<file path="config.mk">
export PLATFORM = sky130hd
export DESIGN_NAME = mar_burst_flat
export DESIGN_NICKNAME = d
export VERILOG_FILES = /design/src/rtl/mar_pkg.sv /design/src/rtl/mar_burst_if.sv /design/src/rtl/mar_burst_ctr.sv /design/src/rtl/mar_burst.sv /design/src/flat_wrapper.sv
export SDC_FILE = /design/constraint.sdc
export NUM_CORES = 1
export LEC_CHECK = 0
export BUFFER_PORTS_ARGS = -buffer_cell sky130_fd_sc_hd__buf_2
export CORE_MARGIN = 2
export CORE_UTILIZATION = 49
export CTS_CLUSTER_SIZE = 24
export DETAILED_ROUTE_END_ITERATION = 7
export PLACE_DENSITY = 0.92
export SLEW_MARGIN = 20
export SYNTH_ARGS = -nofsm -noshare
export SYNTH_HDL_FRONTEND = slang
export SYNTH_SLANG_ARGS = --single-unit
</file>
<file path="constraint.sdc">
create_clock -name clk -period 3.9 [get_ports clk]
set_clock_uncertainty 0.1 [all_clocks]
set_input_delay 0.585 -clock clk [delete_from_list [all_inputs] [get_ports clk]]
set_output_delay 0.585 -clock clk [all_outputs]
set_load 0.01 [all_outputs]
</file>
<file path="src/rtl/mar_pkg.sv">
// Shared types and helpers for the burst memory address register.
package mar_pkg;

  typedef enum logic [0:0] {
    MAR_IDLE = 1'b0,
    MAR_REQ  = 1'b1
  } mar_state_e;

  // Beat index runs 0..burst_max-1; keep at least one bit.
  function automatic int unsigned beat_w(input int unsigned burst_max);
    return (burst_max <= 1) ? 1 : $clog2(burst_max);
  endfunction

endpackage

</file>
<file path="src/rtl/mar_burst_if.sv">
// Load/memory handshake bundle between the control unit, the MAR and memory.
interface mar_burst_if #(
  parameter int unsigned ADDR_W    = 6,
  parameter int unsigned BUS_W     = 8,
  parameter int unsigned BURST_MAX = 4
);
  localparam int unsigned LEN_W = $clog2(BURST_MAX + 1);

  logic              ld_pc;
  logic [ADDR_W-1:0] pc_addr;
  logic              ld_bus;
  logic [BUS_W-1:0]  bus_data;
  logic [LEN_W-1:0]  burst_len;
  logic [ADDR_W-1:0] lim_addr;
  logic [ADDR_W-1:0] addr;
  logic              mem_req;
  logic              mem_ack;
  logic              busy;
  logic              done;
  logic              ld_drop;
  logic              fault;

  modport master (
    output ld_pc, pc_addr, ld_bus, bus_data, burst_len, lim_addr, mem_ack,
    input  addr, mem_req, busy, done, ld_drop, fault
  );

  modport slave (
    input  ld_pc, pc_addr, ld_bus, bus_data, burst_len, lim_addr, mem_ack,
    output addr, mem_req, busy, done, ld_drop, fault
  );

endinterface

</file>
<file path="src/rtl/mar_burst_ctr.sv">
// Beat counter: captures the clamped burst length on start and flags the final beat.
module mar_burst_ctr
  import mar_pkg::*;
#(
  parameter  int unsigned BURST_MAX = 4,
  localparam int unsigned LEN_W     = $clog2(BURST_MAX + 1)
) (
  input  logic             clk,
  input  logic             rst,
  input  logic             start,
  input  logic             advance,
  input  logic [LEN_W-1:0] len_in,
  output logic             last_beat
);

  localparam int unsigned BEAT_W = beat_w(BURST_MAX);

  logic [BEAT_W-1:0] beat;
  logic [LEN_W-1:0]  len;
  logic [LEN_W-1:0]  len_clamp;

  // Zero means a single beat; anything above BURST_MAX saturates.
  always_comb begin
    len_clamp = len_in;
    if (len_in == '0) begin
      len_clamp = LEN_W'(1);
    end else if (len_in > LEN_W'(BURST_MAX)) begin
      len_clamp = LEN_W'(BURST_MAX);
    end
  end

  // last_beat is registered so it is valid alongside the beat it describes.
  always_ff @(posedge clk or negedge rst) begin
    if (!rst) begin
      beat      <= '0;
      len       <= LEN_W'(1);
      last_beat <= 1'b0;
    end else if (start) begin
      beat      <= '0;
      len       <= len_clamp;
      last_beat <= (len_clamp == LEN_W'(1));
    end else if (advance) begin
      beat      <= beat + BEAT_W'(1);
      last_beat <= ((LEN_W'(beat) + LEN_W'(2)) == len);
    end
  end

endmodule

</file>
<file path="src/rtl/mar_burst.sv">
// Burst memory address register: loads from PC or bus, then walks 1..BURST_MAX addresses.
// Optional MAR_BOUND_CHECK_EN stops loads/increments beyond lim_addr and raises sticky fault.
module mar_burst
  import mar_pkg::*;
#(
  parameter int unsigned ADDR_W    = 6,
  parameter int unsigned BUS_W     = 8,
  parameter int unsigned BURST_MAX = 4
) (
  input logic        clk,
  input logic        rst,
  mar_burst_if.slave mb
);

  localparam logic [0:0] ST_IDLE = 1'(MAR_IDLE);
  localparam logic [0:0] ST_REQ  = 1'(MAR_REQ);

  logic [0:0]        state;
  logic [0:0]        state_nx;
  logic [ADDR_W-1:0] addr_q;
  logic [ADDR_W-1:0] addr_nx;
  logic              mem_req_q;
  logic              busy_q;
  logic              done_q;
  logic              done_nx;
  logic              drop_q;
  logic              drop_nx;
  logic              start;
  logic              advance;
  logic              last_beat;
  logic              load;
  logic [ADDR_W-1:0] src;
  logic              unused_bits;

  assign load        = mb.ld_pc | mb.ld_bus;
  assign src         = mb.ld_pc ? mb.pc_addr : mb.bus_data[ADDR_W-1:0];
  assign unused_bits = ^{mb.bus_data, mb.lim_addr};

`ifdef MAR_BOUND_CHECK_EN
  logic fault_q;
  logic fault_nx;
`endif

  mar_burst_ctr #(
    .BURST_MAX (BURST_MAX)
  ) u_ctr (
    .clk       (clk),
    .rst       (rst),
    .start     (start),
    .advance   (advance),
    .len_in    (mb.burst_len),
    .last_beat (last_beat)
  );

  always_comb begin
    state_nx = state;
    addr_nx  = addr_q;
    done_nx  = 1'b0;
    drop_nx  = 1'b0;
    start    = 1'b0;
    advance  = 1'b0;
`ifdef MAR_BOUND_CHECK_EN
    fault_nx = fault_q;
`endif
    case (state)
      ST_IDLE: begin
        if (load) begin
`ifdef MAR_BOUND_CHECK_EN
          if (src > mb.lim_addr) begin
            fault_nx = 1'b1;
          end else begin
            start    = 1'b1;
            addr_nx  = src;
            state_nx = ST_REQ;
          end
`else
          start    = 1'b1;
          addr_nx  = src;
          state_nx = ST_REQ;
`endif
        end
      end
      ST_REQ: begin
        drop_nx = load;
        if (mb.mem_ack) begin
          if (last_beat) begin
            state_nx = ST_IDLE;
            done_nx  = 1'b1;
`ifdef MAR_BOUND_CHECK_EN
          // Next address would exceed the limit or wrap: finish on this beat.
          end else if ((addr_q >= mb.lim_addr) || (addr_q == '1)) begin
            state_nx = ST_IDLE;
            done_nx  = 1'b1;
            fault_nx = 1'b1;
`endif
          end else begin
            advance = 1'b1;
            addr_nx = addr_q + ADDR_W'(1);
          end
        end
      end
      default: state_nx = ST_IDLE;
    endcase
  end

  always_ff @(posedge clk or negedge rst) begin
    if (!rst) begin
      state     <= ST_IDLE;
      addr_q    <= '0;
      mem_req_q <= 1'b0;
      busy_q    <= 1'b0;
      done_q    <= 1'b0;
      drop_q    <= 1'b0;
    end else begin
      state     <= state_nx;
      addr_q    <= addr_nx;
      mem_req_q <= (state_nx == ST_REQ);
      busy_q    <= (state_nx == ST_REQ);
      done_q    <= done_nx;
      drop_q    <= drop_nx;
    end
  end

`ifdef MAR_BOUND_CHECK_EN
  always_ff @(posedge clk or negedge rst) begin
    if (!rst) begin
      fault_q <= 1'b0;
    end else begin
      fault_q <= fault_nx;
    end
  end
  assign mb.fault = fault_q;
`else
  assign mb.fault = 1'b0;
`endif

  assign mb.addr    = addr_q;
  assign mb.mem_req = mem_req_q;
  assign mb.busy    = busy_q;
  assign mb.done    = done_q;
  assign mb.ld_drop = drop_q;

endmodule
</file>
<file path="src/flat_wrapper.sv">
// flat-port wrapper written by rule: the top's interface ports become plain ports
module mar_burst_flat import mar_pkg::*;
#(
  parameter int unsigned ADDR_W    = 6,
  parameter int unsigned BUS_W     = 8,
  parameter int unsigned BURST_MAX = 4
)
  (clk, rst, mb_ld_pc, mb_pc_addr, mb_ld_bus, mb_bus_data, mb_burst_len, mb_lim_addr, mb_mem_ack, mb_addr, mb_mem_req, mb_busy, mb_done, mb_ld_drop, mb_fault);
  mar_burst_if #(.ADDR_W(ADDR_W), .BUS_W(BUS_W), .BURST_MAX(BURST_MAX)) mb_i ();
  input logic clk;
  input logic rst;
  input wire logic [$bits(mb_i.ld_pc)-1:0] mb_ld_pc;
  input wire logic [$bits(mb_i.pc_addr)-1:0] mb_pc_addr;
  input wire logic [$bits(mb_i.ld_bus)-1:0] mb_ld_bus;
  input wire logic [$bits(mb_i.bus_data)-1:0] mb_bus_data;
  input wire logic [$bits(mb_i.burst_len)-1:0] mb_burst_len;
  input wire logic [$bits(mb_i.lim_addr)-1:0] mb_lim_addr;
  input wire logic [$bits(mb_i.mem_ack)-1:0] mb_mem_ack;
  output wire logic [$bits(mb_i.addr)-1:0] mb_addr;
  output wire logic [$bits(mb_i.mem_req)-1:0] mb_mem_req;
  output wire logic [$bits(mb_i.busy)-1:0] mb_busy;
  output wire logic [$bits(mb_i.done)-1:0] mb_done;
  output wire logic [$bits(mb_i.ld_drop)-1:0] mb_ld_drop;
  output wire logic [$bits(mb_i.fault)-1:0] mb_fault;
  assign mb_i.ld_pc = mb_ld_pc;
  assign mb_i.pc_addr = mb_pc_addr;
  assign mb_i.ld_bus = mb_ld_bus;
  assign mb_i.bus_data = mb_bus_data;
  assign mb_i.burst_len = mb_burst_len;
  assign mb_i.lim_addr = mb_lim_addr;
  assign mb_i.mem_ack = mb_mem_ack;
  assign mb_addr = mb_i.addr;
  assign mb_mem_req = mb_i.mem_req;
  assign mb_busy = mb_i.busy;
  assign mb_done = mb_i.done;
  assign mb_ld_drop = mb_i.ld_drop;
  assign mb_fault = mb_i.fault;
  mar_burst #(.ADDR_W(ADDR_W), .BUS_W(BUS_W), .BURST_MAX(BURST_MAX)) u_core (.clk(clk), .rst(rst), .mb(mb_i));
endmodule
</file>
==> impl_results.md, run 1 <==
* Ys async rst share at 100%
* Routed via count at 820
* First-pass GRT wire length at 3.24 mm
* Power Dens Cells at 663 mW/mm2
* Count leader, synth: dfrtp_1
* Layout Nets at 149
* Routability-driven placement congestion ratio at 0.790
* Core area at 0.00176 mm2
* Met1 usage at 23.5%
* Drt first pass iters at 4
* Cell row count at 15
* CTS sink count at 15
* Crit path max fanout at 22
* Top post-synthesis cells by area: dfrtp_1, or3b_1, nand2_1
* Max Cap Violations at 0
* Placement Cell Area at 0.00107 mm2
* CTS buffer count at 3
* Met3 Use GR at 5.66%
* Boundary Pins at 39
* Worst-path clk slew at 0.09 ns
* Arrival @ worst endpoint at 1.24 ns
* Final Max Slew Viols at 0
* Detailed placer's ending HPWL at 1.51 mm
* Most frequent cells after synthesis: dfrtp_1, nand2_1
* Setup crit start kind: flip-flop
* Filler cells at 156
* DRT iter0 DRCs at 13
* GRT Max-Usage Layer: met2
* Peak VDD IR at 0.000385 V
* FMAX at 519 MHz
* # H-tree levels at 1
* Layout cells sized above 1 at 36.1%
* Die outline width at 48.0 um
* CTS tree: yes
* Wire length per cell at 13.8 um
* Post_cts resized at 0
* Sequential-to-total area share from yosys stat at 39.8%
* Dominant synthesized flop cell: dfrtp_1
* Inserted Diodes at 0
* Crit path capture type: primary output
* Starting Density at 53.7%
* Yosys synthesis warning count at 0
* Final instance area at 0.00110 mm2
* Post-Syn Area at 947 um2
* # hold bufs at CTS at 0
* Slowest cell on the critical path: dfrtp_1
* Syn Nets at 122
* Delay-heaviest family, CP: flip-flops
* Largest net degree at the start of global routing at 23
* CP Cell Sequence: buf_2
* DRT Wirelength at 1.99 mm
* Area leader, netlist: dfrtp_1
* Clock Path Buffers at 2
* Antenna violations before repair at 0
* Hold Crit Class: in2async
* M2 GR Usage at 36.0%
* Yosys top cell area share at 37.0%
* Synth cell types at 37
* Final worst path period share at 49.4%
* Flop2flop setup slack at 2.13 ns
* Number of enable flip-flop cells after synthesis at 0
* Final setup vio count at 0
* Clk_lat worst skew at 0.29 ns
* Endpoints failing hold at 0
* Area added between synthesis and finish at 15.7%
* Final TNS setup at 0 ns
* Worst EP required at 3.21 ns
* GRT Overall Usage at 21.4%
* Post-Synthesis Cells at 93
* Routed Antenna Nets at 0
* Vias in the first global route at 739
* CTS Root Buffer Type: clkbuf_4
* Vias/cell at 5.69
* RSZ-0062 raised after global routing: no
* DRC at 0
* # port buffers at 29
* Die area at 0.00230 mm2
* Buf+Inv Stages, Crit Path at 1
* Worst slew pin tran at 0.569 ns
* Die height at 48.0 um
* Status: finished, final reports clean
* Gr ovfl total at 0
* Postcts setup bufs at 0
* Critical path class: reg2out
* P_leak at 0.535 nW
* Post-route minimum period at 1.93 ns
* Max_slew headroom at 62.1%
* CP peak stage delay at 0.71 ns
* Syn Area/Cell at 10.2 um2
* #FFs+latches synth at 15
-- registers in the layout (all words and copies together), names as in the netlist --
name,flops
u_core.u_ctr.last_beat,1
u_core.mb.ld_drop,1
u_core.u_ctr.beat,2
u_core.u_ctr.len,3
u_core.mb.done,1
u_core.state,1
u_core.mb.addr,6
-- routing by layer --
metal  routed length (um)  vias up  part of all wire, %
met5                    0        -                    0
met4                   68        0                  3.4
met3                   85        7                  4.3
met2                  996       30                   50
met1                  841      398                   42
li1                     -      385                    -
-- power breakdown --
group	internal [mW]	leakage, nW	switching (mW)	total, mW
Sequential	0.227	0.184	0.0836	0.311
Combinational	0.171	0.333	0.153	0.324
Clock	0.0382	0.0177	0.0542	0.0924
-- placed cells by master, fill, tap and decap left out, drive strengths merged, types with 4 or more instances in the layout --
cell type   n
mux2i       4
a21oi       5
nand2      10
o21ai       4
or3b        5
nand2b      5
dfrtp      14
nor3        5
buf        29
-- worst reg2reg max path: stages (launching register included) --
cell and delay (ns):
dfrtp_1 0.71, nand3b_1 0.32, nand2_1 0.19, mux2_2 0.34
-- path summary, 6_finish.rpt --
path | startpoint | to | cells after the start
setup / recovery | u_core.state | mb_busy | 1
hold / removal | rst | u_core.state | 1
setup reg to reg | u_core.state | u_core.mb.addr[1] | 3
hold reg to reg | u_core.u_ctr.len[1] | u_core.u_ctr.len[1] | 2
max in group asynchronous | rst | u_core.u_ctr.len[0] | 1
min in group clk | mb_burst_len[2] | u_core.u_ctr.len[0] | 2
-- area by class of cell --
class	count	area [um2]	area share, %
clock inverters	1	5.00	0.457
multi-input cells	71	515	47.0
clock buffers	3	22.5	2.05
repair buffers	29	145	13.2
well taps	25	31.3	2.85
flip-flops and latches	15	377	34.4
-- per-stage QoR --
step	utilization [%]	hold slack [ns]	instances	worst slack [ns]	total power, mW
after floorplan	-	0.189	93	2.39	0.554
after global placement	60.6	0.358	140	2.16	0.612
after detailed placement	60.6	0.372	140	2.14	0.637
after CTS	62.1	0.0916	144	1.95	0.728
after global routing	62.1	0.0915	144	1.88	0.785
final	62.1	0.0792	144	1.97	0.727
-- cell families (layout without fill, tap and decap cells) --
logic type	after synthesis	in the layout	synth area share [%]
flip-flops	15	15	39.8
AO/OA/AOI/OAI	18	18	13.6
buffers and inverters	7	33	5.81
multiplexers	7	7	9.51
AND/OR/NAND/NOR	43	43	28.7
other	1	1	0.396
XOR/XNOR	1	1	0.925
adder cells (fa/ha/maj)	1	1	1.32
No activity file was read; power rests on OpenSTA's default activity.
==> inputs of run 2 (changes only) <==
CORE_UTILIZATION = 47   (was 49)
PLACE_DENSITY = 0.89   (was 0.92)
clock period = 1.8 ns   (was 3.9 ns; I/O delays follow)
==> run 2 against run 1 <==
Cell count rose by 3.5%. Worst setup slack worse by 1.7 ns. Hold slack got worse by 0.010 ns. Total power is 120% higher. Sequential power rose by 110%. Global-route usage shrank 3.4 points. Critical endpoint is now u_core.mb.addr[0].
==> impl_results.md, run 2 (same netlist as run 1, synthesis figures left out) <==
* Boundary Pins at 39 (unchanged)
* Inserted Diodes at 0 (unchanged)
* Sequential Area at 377 um2 (unchanged)
* CTS buffer count at 3 (unchanged)
* Routed via count at 813 (-0.85%)
* # H-tree levels at 1 (unchanged)
* Clk_lat worst skew at 0.29 ns (about the same)
* First-pass GRT wire length at 3.35 mm (+3.4%)
* CP Cell Sequence: nand3b_1, nand2_1, mux2_2
* Arrival @ worst endpoint at 1.65 ns (+0.41 ns)
* Routability-driven placement congestion ratio at 0.814 (+3.1%)
* Die area at 0.00239 mm2 (+3.9%)
* CP peak stage delay at 0.54 ns (-0.17 ns)
* Area added between synthesis and finish at 18.6%
* Die height at 48.9 um (+1.9%)
* Starting Density at 49.3% (-4.4 points)
* Critical path class: reg2reg
* Worst-path clk slew at 0.09 ns (about the same)
* Vias in the first global route at 792 (+7.2%)
* Commonest cells after routing, fill and taps aside: buf_2, dfrtp_1, nand2_1
* Multi-input gate area at 515 um2 (unchanged)
* DRT iter0 DRCs at 20 (+7)
* Leading cell type in the layout, fill and taps excluded: buf_2
* Worst-case reg-to-reg path depth at 3 (unchanged)
* # port buffers at 29 (unchanged)
* R2r endpoint: u_core.mb.addr[0]
* Core area at 0.00192 mm2 (+8.9%)
* Final setup vio count at 0 (unchanged)
* Peak VDD IR at 0.000783 V (+100%)
* Final TNS setup at 0 ns (unchanged)
* Largest net degree at the start of global routing at 16 (-30%)
* Number of flip-flops in the largest register at 6 (unchanged)
* Filler cells at 166 (+6.4%)
* Wire length per cell at 13.3 um (-3.7%)
* Final instance area at 0.00112 mm2 (+2.5%)
* FMAX at 639 MHz
* Drt first pass iters at 4 (unchanged)
* Vias/cell at 5.46 (-4.2%)
* Flop2flop setup slack at 0.24 ns (-1.89 ns)
* Gr ovfl total at 0 (unchanged)
* Final Max Slew Viols at 0 (unchanged)
* Post-route minimum period at 1.56 ns
* DRC at 0 (unchanged)
* Crit path max fanout at 11 (-50%)
* RSZ-0062 raised after global routing: no
* Endpoints failing hold at 0 (unchanged)
* Power Dens Cells at 1420 mW/mm2 (+110%)
* Routed Antenna Nets at 0 (unchanged)
* Worst EP required at 1.89 ns (-1.32 ns)
* Placement Cell Area at 0.00109 mm2 (+1.6%)
* Tot Pwr at 1.60 mW (+120%)
* CTS Root Buffer Type: clkbuf_4
* Cell row count at 16 (+1)
* Hold Crit Class: in2reg
* Slowest cell on the critical path: dfrtp_1
* Clock Path Buffers at 2 (unchanged)
* DRT Wirelength at 1.98 mm (-0.35%)
* Setup crit start kind: flip-flop
* Detailed placer's ending HPWL at 1.54 mm (+1.9%)
* Final worst path period share at 86.9%
* Critical Path End: u_core.mb.addr[0]
* Layout Nets at 152 (+2.0%)
* Postcts setup bufs at 0 (unchanged)
* Max Cap Violations at 0 (unchanged)
* Crit path capture type: flip-flop
* Antenna violations before repair at 0 (unchanged)
* P_leak at 0.548 nW (+2.5%)
* Worst Setup SP: u_core.state
* CTS sink count at 15 (unchanged)
* Post_cts resized at 0 (unchanged)
* GRT Overall Usage at 18.0% (-3.4 points)
* CTS tree: yes
* Die outline width at 48.9 um (+1.9%)
* Worst r2r src: u_core.state
* Status: finished, final reports clean
* Layout cells sized above 1 at 36.9% (+0.75 points)
-- run 2: area by class of cell --
cell class	count	area share, %
multi-input combinational	71	45.9
sequential	15	33.5
tap	27	3.01
clock inverter	1	0.445
clock buffer	3	2.00
timing repair buffer	32	15.1
-- run 2: how the worst min path moves through the flow --
stage	depth (start not counted)	startpoint	slack (ns)	to
2_1_floorplan	0	rst	-0.13	u_core.mb.addr[0]
5_1_grt	2	mb_burst_len[2]	0.07	u_core.u_ctr.len[0]
6_report	2	mb_burst_len[2]	0.07	u_core.u_ctr.len[0]
4_1_cts	2	mb_burst_len[2]	0.08	u_core.u_ctr.len[0]
3_3_place_gp	1	rst	0.09	u_core.mb.addr[4]
3_5_place_dp	1	rst	0.09	u_core.mb.addr[4]
-- run 2: routing by layer --
layer	GRT usage [%]	wire length, um	vias up
li1	-	-	390
met1	22.9	866	383
met2	29.9	967	35
met3	3.07	116	5
met4	8.10	33	0
met5	0	0	-
-- run 2: critical path: cells and delay by family, from the launching register on --
family	cells	cell delay, ns
muxes	1	0.34
DFF	1	0.54
and+or+nand+nor	2	0.48
-- run 2: through the flow --
step	hold slack (ns)	setup WS (ns)	util (%)	instances
2_1_floorplan	-0.126	0.375	-	93
3_3_place_gp	0.0924	0.333	56.5	144
3_5_place_dp	0.0895	0.262	56.5	144
4_1_cts	0.0787	0.242	58.5	149
5_1_grt	0.0663	0.114	58.5	149
6_report	0.0690	0.236	58.5	149
-- run 2: what timing repair did --
action / 4_1_cts / 5_1_grt
endpoints found under the hold margin: 14 / 0
hold buffers: 1 / 0
setup endpoints to repair: 0 / 0
-- run 2: report_power, final --
part	internal [mW]	switching, mW
sequential	0.493	0.160
combinational	0.392	0.353
clock	0.0828	0.117
total	0.968	0.631
